===== src/rtl/compound_acc_pkg.sv =====
// Shared opcode/state encodings for the compound accumulator.
// Imported by compound_acc_unit and compound_acc_mul.
package compound_acc_pkg;

  localparam int OPW = 4;

  typedef enum logic [OPW-1:0] {
    OP_LOAD = 4'd0,
    OP_ADD  = 4'd1,
    OP_SUB  = 4'd2,
    OP_MUL  = 4'd3,
    OP_AND  = 4'd4,
    OP_OR   = 4'd5,
    OP_XOR  = 4'd6,
    OP_SHL  = 4'd7,
    OP_SHR  = 4'd8,
    OP_SSHL = 4'd9,
    OP_SSHR = 4'd10
  } op_e;

  typedef enum logic [1:0] {
    ST_IDLE = 2'd0,
    ST_MUL  = 2'd1,
    ST_DONE = 2'd2
  } state_e;

endpackage


===== src/rtl/compound_acc_mul.sv =====
// Iterative WIDTH-cycle shift-add multiplier, low WIDTH bits kept.
// Ports: clk, rst_n, start_i, a_i, b_i -> busy_o, done_o (1-cycle pulse), p_o.
module compound_acc_mul #(
  parameter int WIDTH = 4
) (
  input  logic             clk,
  input  logic             rst_n,
  input  logic             start_i,
  input  logic [WIDTH-1:0] a_i,
  input  logic [WIDTH-1:0] b_i,
  output logic             busy_o,
  output logic             done_o,
  output logic [WIDTH-1:0] p_o
);

  localparam int CW = (WIDTH > 1) ? $clog2(WIDTH) : 1;

  logic [WIDTH-1:0] a_q, b_q, p_q;
  logic [CW-1:0]    cnt_q;
  logic             busy_q, done_q;

  always_ff @(posedge clk or negedge rst_n) begin
    if (!rst_n) begin
      a_q    <= '0;
      b_q    <= '0;
      p_q    <= '0;
      cnt_q  <= '0;
      busy_q <= 1'b0;
      done_q <= 1'b0;
    end else begin
      done_q <= 1'b0;
      if (start_i) begin
        a_q    <= a_i;
        b_q    <= b_i;
        p_q    <= '0;
        cnt_q  <= '0;
        busy_q <= 1'b1;
      end else if (busy_q) begin
        if (b_q[0]) p_q <= p_q + a_q;
        a_q   <= a_q << 1;
        b_q   <= b_q >> 1;
        cnt_q <= cnt_q + 1'b1;
        if (cnt_q == CW'(WIDTH - 1)) begin
          busy_q <= 1'b0;
          done_q <= 1'b1;
        end
      end
    end
  end

  assign busy_o = busy_q;
  assign done_o = done_q;
  assign p_o    = p_q;

endmodule


===== src/rtl/compound_acc_unit.sv =====
// Accumulator stage applying "c op= b" per accepted request, valid/ready both sides.
// Ports: clk, rst_n, in_valid/in_ready/in_op/in_b, out_valid/out_ready/out_c.
// Option: ACC_SIGNED_SSHR_EN makes OP_SSHR an arithmetic (sign-filling) shift.
module compound_acc_unit #(
  parameter int WIDTH = 4,
  parameter int OPW   = compound_acc_pkg::OPW
) (
  input  logic             clk,
  input  logic             rst_n,
  input  logic             in_valid,
  output logic             in_ready,
  input  logic [OPW-1:0]   in_op,
  input  logic [WIDTH-1:0] in_b,
  output logic             out_valid,
  input  logic             out_ready,
  output logic [WIDTH-1:0] out_c
);

  import compound_acc_pkg::*;

  state_e           state_q, state_d;
  logic [WIDTH-1:0] acc_q, acc_d;
  logic [OPW-1:0]   op_q, op_d;
  logic [WIDTH-1:0] b_q, b_d;
  logic             pend_q, pend_d;
  logic             vld_q, vld_d;
  logic [WIDTH-1:0] alu;
  logic             mul_start, mul_busy, mul_done;
  logic [WIDTH-1:0] mul_p;
  op_e              op;

  assign op = op_e'(op_q);

  compound_acc_mul #(.WIDTH(WIDTH)) u_mul (
    .clk     (clk),
    .rst_n   (rst_n),
    .start_i (mul_start),
    .a_i     (acc_q),
    .b_i     (in_b),
    .busy_o  (mul_busy),
    .done_o  (mul_done),
    .p_o     (mul_p)
  );

  // Shifts by b >= WIDTH fall out naturally as 0 (or sign fill).
  always_comb begin
    alu = acc_q;
    unique case (op)
      OP_LOAD: alu = b_q;
      OP_ADD:  alu = acc_q + b_q;
      OP_SUB:  alu = acc_q - b_q;
      OP_AND:  alu = acc_q & b_q;
      OP_OR:   alu = acc_q | b_q;
      OP_XOR:  alu = acc_q ^ b_q;
      OP_SHL,
      OP_SSHL: alu = acc_q << b_q;
      OP_SHR:  alu = acc_q >> b_q;
`ifdef ACC_SIGNED_SSHR_EN
      OP_SSHR: alu = $unsigned($signed(acc_q) >>> b_q);
`else
      OP_SSHR: alu = acc_q >> b_q;
`endif
      default: alu = acc_q;
    endcase
  end

  // DONE has three phases: write acc (pend), raise valid, await ready.
  always_comb begin
    state_d   = state_q;
    acc_d     = acc_q;
    op_d      = op_q;
    b_d       = b_q;
    pend_d    = pend_q;
    vld_d     = vld_q;
    mul_start = 1'b0;
    unique case (state_q)
      ST_IDLE: begin
        if (in_valid && in_ready) begin
          op_d = in_op;
          b_d  = in_b;
          if (op_e'(in_op) == OP_MUL) begin
            mul_start = 1'b1;
            state_d   = ST_MUL;
          end else begin
            pend_d  = 1'b1;
            state_d = ST_DONE;
          end
        end
      end
      ST_MUL: begin
        if (mul_done) begin
          acc_d   = mul_p;
          state_d = ST_DONE;
        end
      end
      ST_DONE: begin
        if (pend_q) begin
          acc_d  = alu;
          pend_d = 1'b0;
        end else if (!vld_q) begin
          vld_d = 1'b1;
        end else if (out_ready) begin
          vld_d   = 1'b0;
          state_d = ST_IDLE;
        end
      end
      default: state_d = ST_IDLE;
    endcase
  end

  always_ff @(posedge clk or negedge rst_n) begin
    if (!rst_n) begin
      state_q <= ST_IDLE;
      acc_q   <= '0;
      op_q    <= '0;
      b_q     <= '0;
      pend_q  <= 1'b0;
      vld_q   <= 1'b0;
    end else begin
      state_q <= state_d;
      acc_q   <= acc_d;
      op_q    <= op_d;
      b_q     <= b_d;
      pend_q  <= pend_d;
      vld_q   <= vld_d;
    end
  end

  assign in_ready  = rst_n && (state_q == ST_IDLE) && !mul_busy;
  assign out_valid = vld_q;
  assign out_c     = acc_q;

endmodule


===== config.mk =====
export PLATFORM = sky130hd
export DESIGN_NAME = compound_acc_unit
export DESIGN_NICKNAME = d
export VERILOG_FILES = /design/src/rtl/compound_acc_pkg.sv /design/src/rtl/compound_acc_mul.sv /design/src/rtl/compound_acc_unit.sv
export SDC_FILE = /design/constraint.sdc
export NUM_CORES = 1
export LEC_CHECK = 0
export CELL_PAD_IN_SITES_DETAIL_PLACEMENT = 1
export CELL_PAD_IN_SITES_GLOBAL_PLACEMENT = 2
export CORE_ASPECT_RATIO = 1.4
export CORE_MARGIN = 2
export CORE_UTILIZATION = 40
export CTS_CLUSTER_DIAMETER = 80
export DETAILED_ROUTE_END_ITERATION = 8
export HOLD_SLACK_MARGIN = 0.12
export PLACE_DENSITY_LB_ADDON = 0.1
export RECOVER_POWER = 25
export SLEW_MARGIN = 20
export SYNTH_ARGS = -nofsm -noshare
export SYNTH_HDL_FRONTEND = slang
export SYNTH_SLANG_ARGS = --single-unit

===== constraint.sdc =====
create_clock -name clk -period 6.5 [get_ports clk]
set_input_delay 1.95 -clock clk [delete_from_list [all_inputs] [get_ports clk]]
set_output_delay 1.95 -clock clk [all_outputs]
set_load 0.02 [all_outputs]

## Word-level counts from Yosys, hierarchy flattened

Cells that the tools add are included.

- Register bits after elaboration: 32
- Input bits: 12
- Output and inout port bits: 6
- Logic and storage cells: 95

- Add/sub/neg operators: 4
- Eq/ne operators: 21
- Shift-type cells: 2
- Mux-type cells: 34
- Bitwise logic cells: 4
- Reductions and logical operators: 18

Operators with widths:

| cell | count |
|---|---|
| $mux 4 | 9 |
| $pmux 4 s8 | 1 |
| $eq 4x3->1 const B | 4 |
| $mux 2 | 8 |
| $mux 1 | 13 |
| $eq 4x4->1 const B | 3 |
| $ne 2x2->1 const B | 6 |
| $ne 9x2->1 const B | 1 |
| $add 4x4->4 | 2 |
| $eq 4x2->1 const B | 2 |
| $pmux 4 s2 | 1 |
| $reduce_bool 2->1 | 4 |
| $pmux 2 s3 | 1 |
| $reduce_and 2->1 | 3 |
| $reduce_and 5->1 | 1 |
| $and 4x4->4 | 1 |
| $eq 2x2->1 const B | 2 |
| $eq 4x1->1 const B | 1 |
| $logic_not 4->1 | 1 |
| $or 4x4->4 | 1 |
| $reduce_and 4->1 | 1 |
| $reduce_or 2->1 | 2 |
| $shl 4x4->4 | 1 |
| $shr 4x4->4 | 1 |
| 11 further kinds | 13 |

## Depth between registers and ports, before layout

- Depth after elaboration: 8
- Gate-level depth with buffers: 11
- Gate-level depth less buffers: 10

## Hierarchy

Synthesis repeated with hierarchy kept, for this count alone.

- Cells, all modules: 249
- Area total of the unflattened synthesis: 2337.2 um2

Modules (own cells, without submodules):

| module | instances | cells each | area an instance (um2) | seq. area each (um2) |
|---|---|---|---|---|
| compound_acc_unit | 1 | 175 | 1556.5 | 400.4 |
| compound_acc_mul | 1 | 74 | 780.7 | 400.4 |

## Worst setup path after synthesis

OpenSTA, ideal clock, no wires.

- Kind: input to output
- From: in rst_n
- To: out in_ready
- Arrival: 2.279 ns
- Required time: 4.550 ns
- Path slack: 2.271 ns
- Stages: 1
- Buffers on the path: 0
- Cell sequence: nor4b_4

- Longest elaborated chain between the ends: 2

Ends and longest elaborated chain:

| what | RTL line | RTL |
|---|---|---|
| start: declaration | compound_acc_unit.sv:9 | `input logic rst_n,` |
| $logic_and 1x1->1 (2 in a row) | compound_acc_unit.sv:129 | `assign in_ready = rst_n && (state_q == ST_IDLE) && !mul_busy;` |
| end: declaration | compound_acc_unit.sv:11 | `output logic in_ready,` |

No other way between the ends.

## Final worst setup path

Same ends and word-level chain as after synthesis.

==> run metrics <==
status=complete, but fails checks; failing checks=capacitance limit, slew limit; dpl cells=316; Max-slew headroom=-0.162; most frequent cells in the layout=dfrtp_1 (32), nand2_1 (19), nor2_1 (17), ha_1 (17); Mapped Cells=243; CP Launch Type=primary input; H-tree Lvls=2; Avg Inst Size Synth=9.41 sq um; Post-synth ARST share=1.00; clk_skew=0.00412 ns; final critical-path share of the clock period=0.820; initial DRC count=74; crit path max fanout=2; final hold violation count=0; WL/cell=18.0 microns; residual DRC count=0; Min Clock Period, post-route=5.33 ns; LEAKAGE=1.05 nW; Hold-fix buffers, CTS=0; worst hold slack=0.501 ns; final slew viol count=33; GRT overflow=0; iteration count of the initial detailed-routing pass=4; Final Non-Filler Cells=324; number of diodes=0; Syn Nets=274; Final Core Density=0.464; Worst-Skew Late Latency=0.28 ns; Setup TNS=0 ns; final setup vio count=0; overall die width=67.9 microns; Post-CTS Setup Bufs=0; Pwr Density=470 nW/um^2; Netlist cell types=58; DRT antenna net count=0; largest net degree at the start of global routing=33; top_reg_cell synth=dfrtp_1; CP max stage delay=0.65 ns; cell-by-cell trace of the critical path=dlygate4sd3_1 -> nor4b_4 -> clkdlybuf4s50_1; FF+latch count, synth=32; commonest non-fill, non-tap cell in the layout=dfrtp_1; synthesized cell area=2290 sq um; clk root buf=clkbuf_8; antenna violations before repair=0; number of buffers created by CTS=5; post-CTS sizing=0; Worst Path Class, Setup=in2out; Rows=32; highest clock rate=188 MHz; Vias/cell=5.67; Post-DP HPWL=4440 microns; vias in the first global route=1903; Total Nets Final=286; number of synthesis warnings=0; CP max stage cell=clkdlybuf4s50_1; Worst IR Drop VDD=0.190 mV; CP required=4.55 ns; RSZ-0062 raised after global routing=no; Die Ht=93.5 microns; Top Ports=18; GPL Wtd Cong=0.793; Slew @ Worst Pin=1.74 ns; P&R area growth vs syn=12.2%; Clk pin slew, worst setup/hold paths=0.06 ns; CTS tree=done; total core area=5530 sq um; crit path DAT=3.38 ns; sequential area share after synthesis=0.350; Post-synth EDFFs=0; fraction of layout cells with a size suffix above 1=0.0820; die area=6350 sq um; vias after detailed routing=1837; I/O Buffers=17; Critical Path End Type=primary output; Total GRT Usage=0.208; Starting Density=0.414; maximum clock path buffer count=2; Sink Count=32; first-pass GRT wire length=9720 microns; Max Cap Violations=1; Hold Path Class=reg2reg; Routed WL=5840 microns
==> layer usage <==
metal,up-vias,share of wire,routed length [microns],global-route usage
li1,901,-,-,-
met1,911,0.43,2530,0.252
met2,17,0.53,3100,0.370
met3,8,0.015,90,0.0265
met4,0,0.020,116,0.0667
met5,-,0,0,0
==> through the flow <==
stage          cell area, sq um  worst slack, ns  total power (W)
3_5_place_dp               2480             1.21          0.00106
3_3_place_gp               2480             1.20          0.00105
4_1_cts                    2570             1.20          0.00123
5_1_grt                    2570             1.10          0.00133
2_1_floorplan              2290             2.27         0.000865
6_report                   2570             1.17          0.00121
==> Yosys cell counts (3+ instances only) <==
library cell,count,area (sq um)
o21ai_0,16,80.1
nand2b_1,4,25.0
a2111oi_0,3,26.3
a31oi_1,4,25.0
xor2_1,3,26.3
xnor2_1,4,35.0
buf_2,4,20.0
nand3_1,5,25.0
mux2_2,10,113
nor2_1,17,63.8
nand2_1,19,71.3
clkbuf_1,4,15.0
a21oi_1,11,55.1
nor2b_1,4,25.0
dfrtp_1,32,801
mux2i_1,10,100
ha_1,17,213
nor3_1,9,45.0
inv_1,13,48.8
==> worst paths after layout <==
| check | startpoint | endpoint | slack, ns | cells past startpoint |
|---|---|---|---|---|
| min in group asynchronous | rst_n | state_q[1]$_DFFE_PN0P_ | 2.72 | 2 |
| max in group asynchronous | rst_n | b_q[0]$_DFFE_PN0P_ | 2.77 | 2 |
| hold / removal | u_mul.p_o[3]$_DFFE_PN0P_ | u_mul.p_o[3]$_DFFE_PN0P_ | 0.50 | 1 |
| setup / recovery | rst_n | in_ready | 1.17 | 3 |
| setup reg to reg | op[0]$_DFFE_PN0P_ | out_c[3]$_DFFE_PN0P_ | 3.28 | 9 |
| hold reg to reg | u_mul.p_o[3]$_DFFE_PN0P_ | u_mul.p_o[3]$_DFFE_PN0P_ | 0.50 | 1 |
==> power by group <==
| group | total (W) | internal [W] | switching [W] | leakage, nW |
|---|---|---|---|---|
| clock network | 0.000155 | 0.0000863 | 0.0000685 | 0.0455 |
| registers | 0.000450 | 0.000277 | 0.000173 | 0.403 |
| logic | 0.000602 | 0.000291 | 0.000311 | 0.598 |
==> area by class of cell <==
cell class              instances  area [sq um]
repair buffers                 18           174
clock buffers                   8          90.1
inverters                      14          52.6
fillers                       654          2960
well taps                      68          85.1
multi-input cells             184          1360
flip-flops and latches         32           801
==> registers in the layout, indices dropped and copies added, names as in the netlist, 2 cells and up <==
signal and flops:
b_q 4, op 4, out_c 4, state_q 2, u_mul.a_q 4, u_mul.b_q 4, u_mul.cnt_q 2, u_mul.p_o 4
==> logic make-up after synthesis <==
kind of cell             Yosys count  synth area share
AND/OR/NAND/NOR                   79             0.195
buffers and inverters             27            0.0536
adder cells (fa/ha/maj)           19             0.111
AO/OA/AOI/OAI                     59             0.171
multiplexers                      20            0.0930
flip-flops                        32             0.350
XOR/XNOR                           7            0.0268
==> worst max-delay path, delay by kind of cell <==
| family | cells | cell delay [ns] |
|---|---|---|
| and+or+nand+nor | 1 | 0.22 |
| buffers and inverters | 2 | 1.21 |
No activity file was read; power rests on OpenSTA's default activity.
